### src/rtl/scr1_mprf_wb_pkg.sv
// Shared types and constants for the MPRF writeback arbiter.
// SCR1_RVE_EXT narrows the register address space to 16 entries.
package scr1_mprf_wb_pkg;

  localparam int unsigned SCR1_XLEN = 32;
  localparam int unsigned LANE      = 2;

`ifdef SCR1_RVE_EXT
  localparam int unsigned SCR1_MPRF_ADDR_WIDTH = 4;
`else
  localparam int unsigned SCR1_MPRF_ADDR_WIDTH = 5;
`endif

  // One pending bit per architectural register; bit 0 (x0) is tied low.
  localparam int unsigned SCR1_MPRF_WB_PEND_W = 2 ** SCR1_MPRF_ADDR_WIDTH;

  typedef logic [LANE*SCR1_XLEN-1:0]        type_vector;
  typedef logic [SCR1_MPRF_ADDR_WIDTH-1:0]  type_mprf_addr;

  typedef struct packed {
    type_mprf_addr addr;
    logic          is_vector;
    type_vector    data;
  } type_mprf_wb_entry;

  function automatic int unsigned SCR1_MPRF_WB_PTR_W(input int unsigned depth);
    return $clog2(depth) + 1;
  endfunction

endpackage

### src/rtl/scr1_mprf_wb_fifo.sv
// Synchronous FIFO of writeback entries; pointers carry an extra wrap bit
// so full and empty are told apart by the MSB compare.
module scr1_mprf_wb_fifo
  import scr1_mprf_wb_pkg::*;
#(
  parameter int unsigned DEPTH = 4
)
(
  input  logic              clk,
  input  logic              rst_n,
  input  logic              push_i,
  input  type_mprf_wb_entry push_data_i,
  input  logic              pop_i,
  output type_mprf_wb_entry head_o,
  output logic              full_o,
  output logic              empty_o
);

  localparam int unsigned PTR_W = SCR1_MPRF_WB_PTR_W(DEPTH);
  localparam int unsigned IDX_W = PTR_W - 1;

  type_mprf_wb_entry mem [DEPTH];
  logic [PTR_W-1:0]  wr_ptr_q;
  logic [PTR_W-1:0]  rd_ptr_q;
  logic              do_push;
  logic              do_pop;

  assign empty_o = (wr_ptr_q == rd_ptr_q);
  assign full_o  = (wr_ptr_q[PTR_W-1] != rd_ptr_q[PTR_W-1]) &&
                   (wr_ptr_q[IDX_W-1:0] == rd_ptr_q[IDX_W-1:0]);
  assign head_o  = mem[rd_ptr_q[IDX_W-1:0]];
  assign do_push = push_i & ~full_o;
  assign do_pop  = pop_i & ~empty_o;

  always_ff @(posedge clk or negedge rst_n) begin
    if (!rst_n) begin
      wr_ptr_q <= '0;
      rd_ptr_q <= '0;
    end else begin
      if (do_push) wr_ptr_q <= wr_ptr_q + PTR_W'(1);
      if (do_pop)  rd_ptr_q <= rd_ptr_q + PTR_W'(1);
    end
  end

  // Payload storage carries no reset; validity lives in the pointers.
  always_ff @(posedge clk) begin
    if (do_push) mem[wr_ptr_q[IDX_W-1:0]] <= push_data_i;
  end

endmodule

### src/rtl/scr1_pipe_mprf_wb_arb.sv
// Arbitrates the single MPRF write port between EXU and VCP writeback and
// tracks in-flight VCP destinations. SCR1_MPRF_WB_BYPASS_EN enables the
// zero-latency path for VCP results when the FIFO is empty and EXU is idle.
module scr1_pipe_mprf_wb_arb
  import scr1_mprf_wb_pkg::*;
#(
  parameter int unsigned FIFO_DEPTH   = 4,
  parameter int unsigned STARVE_LIMIT = 8
)
(
  input  logic          clk,
  input  logic          rst_n,
  input  logic          exu_w_req,
  input  type_mprf_addr exu_rd_addr,
  input  logic          exu_rd_is_vector,
  input  type_vector    exu_rd_data,
  input  type_mprf_addr exu_rs1_addr,
  input  type_mprf_addr exu_rs2_addr,
  input  logic          exu_rs1_used,
  input  logic          exu_rs2_used,
  input  logic          exu_rd_used,
  output logic          exu_hazard,
  output logic          exu_wb_stall,
  input  logic          vcp_issue_vld,
  input  type_mprf_addr vcp_issue_rd,
  output logic          vcp_issue_rdy,
  input  logic          vcp_wb_vld,
  output logic          vcp_wb_rdy,
  input  type_mprf_addr vcp_wb_addr,
  input  logic          vcp_wb_is_vector,
  input  type_vector    vcp_wb_data,
  output logic          mprf_w_req,
  output type_mprf_addr mprf_rd_addr,
  output logic          mprf_rd_is_vector,
  output type_vector    mprf_rd_data
);

  localparam int unsigned CNT_W = $clog2(STARVE_LIMIT + 1);

  type_mprf_wb_entry              push_entry;
  type_mprf_wb_entry              head;
  logic                           fifo_full;
  logic                           fifo_empty;
  logic                           fifo_push;
  logic                           head_grant;
  logic                           exu_win;
  logic                           bypass;
  logic                           clr_vld;
  type_mprf_addr                  clr_addr;
  logic [SCR1_MPRF_WB_PEND_W-1:0] pend_q, pend_d;
  logic [CNT_W-1:0]               starve_cnt_q, starve_cnt_d;
  logic                           force_q, force_d;

  assign push_entry = '{addr: vcp_wb_addr, is_vector: vcp_wb_is_vector, data: vcp_wb_data};

`ifdef SCR1_MPRF_WB_BYPASS_EN
  assign bypass = fifo_empty & ~exu_w_req & vcp_wb_vld;
`else
  assign bypass = 1'b0;
`endif

  assign exu_wb_stall = force_q & ~fifo_empty;
  assign head_grant   = ~fifo_empty & (force_q | ~exu_w_req);
  assign exu_win      = exu_w_req & ~exu_wb_stall;
  assign vcp_wb_rdy   = ~fifo_full;
  assign fifo_push    = vcp_wb_vld & vcp_wb_rdy & ~bypass;
  assign clr_vld      = head_grant | bypass;
  assign clr_addr     = head_grant ? head.addr : vcp_wb_addr;

  scr1_mprf_wb_fifo #(
    .DEPTH (FIFO_DEPTH)
  ) i_fifo (
    .clk         (clk),
    .rst_n       (rst_n),
    .push_i      (fifo_push),
    .push_data_i (push_entry),
    .pop_i       (head_grant),
    .head_o      (head),
    .full_o      (fifo_full),
    .empty_o     (fifo_empty)
  );

  // Write-port mux; an x0 destination still consumes its slot but never writes.
  always_comb begin
    mprf_w_req        = exu_win;
    mprf_rd_addr      = exu_rd_addr;
    mprf_rd_is_vector = exu_rd_is_vector;
    mprf_rd_data      = exu_rd_data;
    if (head_grant) begin
      mprf_w_req        = (head.addr != '0);
      mprf_rd_addr      = head.addr;
      mprf_rd_is_vector = head.is_vector;
      mprf_rd_data      = head.data;
    end else if (bypass) begin
      mprf_w_req        = (vcp_wb_addr != '0);
      mprf_rd_addr      = vcp_wb_addr;
      mprf_rd_is_vector = vcp_wb_is_vector;
      mprf_rd_data      = vcp_wb_data;
    end
  end

  assign vcp_issue_rdy = ~pend_q[vcp_issue_rd];
  assign exu_hazard    = (exu_rs1_used & pend_q[exu_rs1_addr]) |
                         (exu_rs2_used & pend_q[exu_rs2_addr]) |
                         (exu_rd_used  & pend_q[exu_rd_addr]);

  // Set is applied after clear so a same-cycle reissue keeps the bit.
  always_comb begin
    pend_d = pend_q;
    if (clr_vld) pend_d[clr_addr] = 1'b0;
    if (vcp_issue_vld & vcp_issue_rdy & (vcp_issue_rd != '0)) pend_d[vcp_issue_rd] = 1'b1;
    pend_d[0] = 1'b0;
  end

  always_comb begin
    starve_cnt_d = starve_cnt_q;
    force_d      = 1'b0;
    if (fifo_empty | head_grant) begin
      starve_cnt_d = '0;
    end else if (exu_win) begin
      if (starve_cnt_q == CNT_W'(STARVE_LIMIT - 1)) begin
        starve_cnt_d = '0;
        force_d      = 1'b1;
      end else begin
        starve_cnt_d = starve_cnt_q + CNT_W'(1);
      end
    end
  end

  always_ff @(posedge clk or negedge rst_n) begin
    if (!rst_n) begin
      pend_q       <= '0;
      starve_cnt_q <= '0;
      force_q      <= 1'b0;
    end else begin
      pend_q       <= pend_d;
      starve_cnt_q <= starve_cnt_d;
      force_q      <= force_d;
    end
  end

endmodule

### config.mk
export PLATFORM = sky130hd
export DESIGN_NAME = scr1_pipe_mprf_wb_arb
export DESIGN_NICKNAME = d
export VERILOG_FILES = /design/src/rtl/scr1_mprf_wb_pkg.sv /design/src/rtl/scr1_mprf_wb_fifo.sv /design/src/rtl/scr1_pipe_mprf_wb_arb.sv
export SDC_FILE = /design/constraint.sdc
export NUM_CORES = 1
export LEC_CHECK = 0
export ABC_AREA = 1
export BUFFER_PORTS_ARGS = -buffer_cell sky130_fd_sc_hd__buf_2
export CELL_PAD_IN_SITES_DETAIL_PLACEMENT = 0
export CELL_PAD_IN_SITES_GLOBAL_PLACEMENT = 2
export CORE_MARGIN = 4
export CORE_UTILIZATION = 40
export CTS_BUF_LIST = sky130_fd_sc_hd__clkbuf_8
export DETAILED_ROUTE_END_ITERATION = 6
export GPL_TIMING_DRIVEN = 0
export HOLD_SLACK_MARGIN = 0.06
export PLACE_DENSITY_LB_ADDON = 0.12
export REMOVE_ABC_BUFFERS = 1
export SYNTH_ARGS = -nofsm -noshare
export SYNTH_HDL_FRONTEND = slang
export SYNTH_SLANG_ARGS = --single-unit
### constraint.sdc
create_clock -name clk -period 11.2 [get_ports clk]
set_input_delay 0 -clock clk [delete_from_list [all_inputs] [get_ports clk]]
set_output_delay 0 -clock clk [all_outputs]
set_load 0.005 [all_outputs]
==> summary.txt <==
Largest net degree at the start of global routing: 142
Synth top area share: 56.2%
Core ar.: 36,700 sq um
Synth area leaders: edfxtp_1 56%, nor2_1 8.8%, dfrtp_1 7.0%
Overflow after GRT: 0
Horiz. Die Dim: 201 um
Top cells by count, synth: 351 x nor2_1, 280 x edfxtp_1, 259 x nand2_1, 143 x o21ai_0, 134 x nand3_1
Vias per inst: 5.04
Final setup violation count: 0
Cts repair resizes: 0
Routed Antenna Nets: 0
Critical path fanouts, max: 115
Avg WL per Cell: 18.0 um
Data required, critical path: 11,200 ps
Initial antenna violation count: 8
First-pass GRT wire length: 66,000 um
Post-Syn Instances: 1,525
Root buffer cell: clkbuf_8
Final #Nets: 2,008
Clk Latency, worst-skew pair: 620 ps
Crit path arrival time: 3800 ps
RSZ-0062 raised after global routing: false
Final cell count without fillers: 2,348
Inserted Clock Buffers: 56
Initial Util: 40.7%
Routability cong.: 0.818
Wirelength, routed: 42,200 um
Die Y: 201 um
Fin Clk Skew: 22.2 ps
Status: complete, no violations
Vias in the first global route: 11,800
Fraction of layout cells with a size suffix above 1: 18.6%
Crit end category: output port
Vias: 11,800
Slack of the worst reg-to-reg path: 7530 ps
Ys Warns: 0
Syn avg cell area: 9.80 sq um
CP Class: reg2out
Hold Vio Cnt, Final: 0
Prevailing post-synth register cell: edfxtp_1
Drt pass-1 iters: 5
Placed instance count: 2,163
CTS tree: yes
HPWL after DPL: 26,800 um
Final core utilization: 50.4%
H-tree depth: 2
Leakage: 7.46 nW
Clock sinks: 322
Period utilisation layout: 33.9%
Pins over their slew limit: 0
Port Buf Inserts: 237
GRT Total Usage: 20.4%
Post-synth top area cell: edfxtp_1
Most frequent cell after synthesis: nor2_1
Num rows: 70
Pwr dens: 236 nW/um^2
Worst-path clk slew: 60 ps
FMAX: 263 MHz
Syn Std Cell Area: 15,000 sq um
Post-synthesis sequential area ratio: 63.3%
DRC: 0
Hold Path Class: in2async
Die ar.: 40,500 sq um
CTS max path bufs: 3
Post-synth ARST share: 13.0%
Synth unique cells: 33
Peak VDD IR: 130 uV
Starting DRC count in detailed routing: 645
Startpoint types: register
Worst relative slew slack: 28.0%
Slew @ Worst Pin: 1080 ps
Max Cap Violations: 0
Tmin final: 3800 ps
I/O Pins: 238
Area growth from synthesis to layout: 23.6%
Number of synthesized register bits: 322
Post-synth EDFFs: 280
## worst max-delay path, cell delays in order (launching register included)
cell and delay (ps):
dfrtp_4 580, buf_16 240, inv_4 760, nand2_2 90
nand2_2 130, nand3_4 150, nand2_4 170, inv_6 110
buf_16 250, a31oi_1 340, buf_2 180
## report_power, final
part | switching (W) | internal (W)
Sequential | 0.000183 | 0.00162
Clock | 0.000458 | 0.000466
Combinational | 0.00107 | 0.000574
## placed cells by master (no fill, tap or decap)
cell and instances:
a21oi_1 6, a31oi_1 66, buf_12 7, buf_16 8, buf_2 237, clkbuf_8 57
clkinv_1 15, clkinv_2 4, dfrtp_1 40, dfrtp_4 2, diode_2 4, dlygate4sd3_1 85
edfxtp_1 280, ha_1 6, inv_1 99, inv_2 2, inv_4 1, inv_6 2
inv_8 1, nand2_1 259, nand2_2 8, nand2_4 3, nand3_1 134, nand3_2 2
nand3_4 1, nand4_1 18, nor2_1 347, nor2_2 5, nor2_4 7, nor3_1 11
nor3b_1 1, nor4_1 1, o211ai_1 11, o21ai_0 143, o21ai_1 1, xnor2_4 1
xor2_1 5
## sequential cells by signal (all words and copies together) (netlist names)
register,count
i_fifo.mem,280
starve_cnt_q,4
i_fifo.wr_ptr_q,3
i_fifo.rd_ptr_q,3
pend_q,31
force_q,1
## routing by layer
layer  up-vias  GRT usage [%]  part of all wire [%]
met2       273           34.2                    49
li1       5883              -                     -
met4         8           6.20                   2.0
met3        59           4.90                   6.0
met1      5601           26.6                    43
met5         -              0                 0.088
## cell families (layout without fill, tap and decap cells)
kind of cell | after synthesis | count (layout) | share of synthesized area (%)
AO/OA/AOI/OAI | 227 | 227 | 8.34
XOR/XNOR | 6 | 6 | 0.477
adder cells (fa/ha/maj) | 6 | 6 | 0.502
buffers and inverters | 167 | 518 | 5.16
flip-flops | 322 | 322 | 63.3
other | 0 | 4 | 0
AND/OR/NAND/NOR | 797 | 797 | 22.3
## worst paths after layout
path	start	to	cells past startpoint
worst max-delay path	i_fifo.rd_ptr_q[1]$_DFFE_PN0P_	mprf_rd_data[63]	10
worst min-delay path	rst_n	pend_q[19]$_DFF_PN0_	2
worst max register to register	i_fifo.rd_ptr_q[1]$_DFFE_PN0P_	i_fifo.mem[3][20]$_DFFE_PP_	11
worst min register to register	starve_cnt_q[0]$_DFFE_PN0P_	starve_cnt_q[0]$_DFFE_PN0P_	1
max in group asynchronous	rst_n	i_fifo.rd_ptr_q[1]$_DFFE_PN0P_	2
min in group clk	vcp_wb_data[44]	i_fifo.mem[0][44]$_DFFE_PP_	2
## final cells by class
type / count / area (sq um)
Fill cell: 3450 / 18200
Sequential cell: 322 / 9470
Multi-Input combinational cell: 1036 / 4750
Timing Repair Buffer: 337 / 2400
Clock buffer: 57 / 785
Tap cell: 468 / 586
Inverter: 86 / 335
Clock inverter: 38 / 155
Antenna cell: 4 / 10.0
## through the flow
stage	instance area [sq um]	setup WS (ps)	hold WS, ps	power [W]	TNS [ps]
after floorplan	14500	4600	-296	0.00277	0
after global placement	16300	-36.1	213	0.00346	-1690
after detailed placement	16700	7400	216	0.00347	0
after CTS	18400	7120	63.6	0.00444	0
after global routing	18500	7140	104	0.00471	0
final	18500	7400	118	0.00437	0
## what timing repair did
item | in CTS | in global routing
hold buffers | 85 | 0
endpoints found under the hold margin | 361 | 0
setup buffers | 0 | 0
Note: power is estimated with default switching activity, not from simulation.
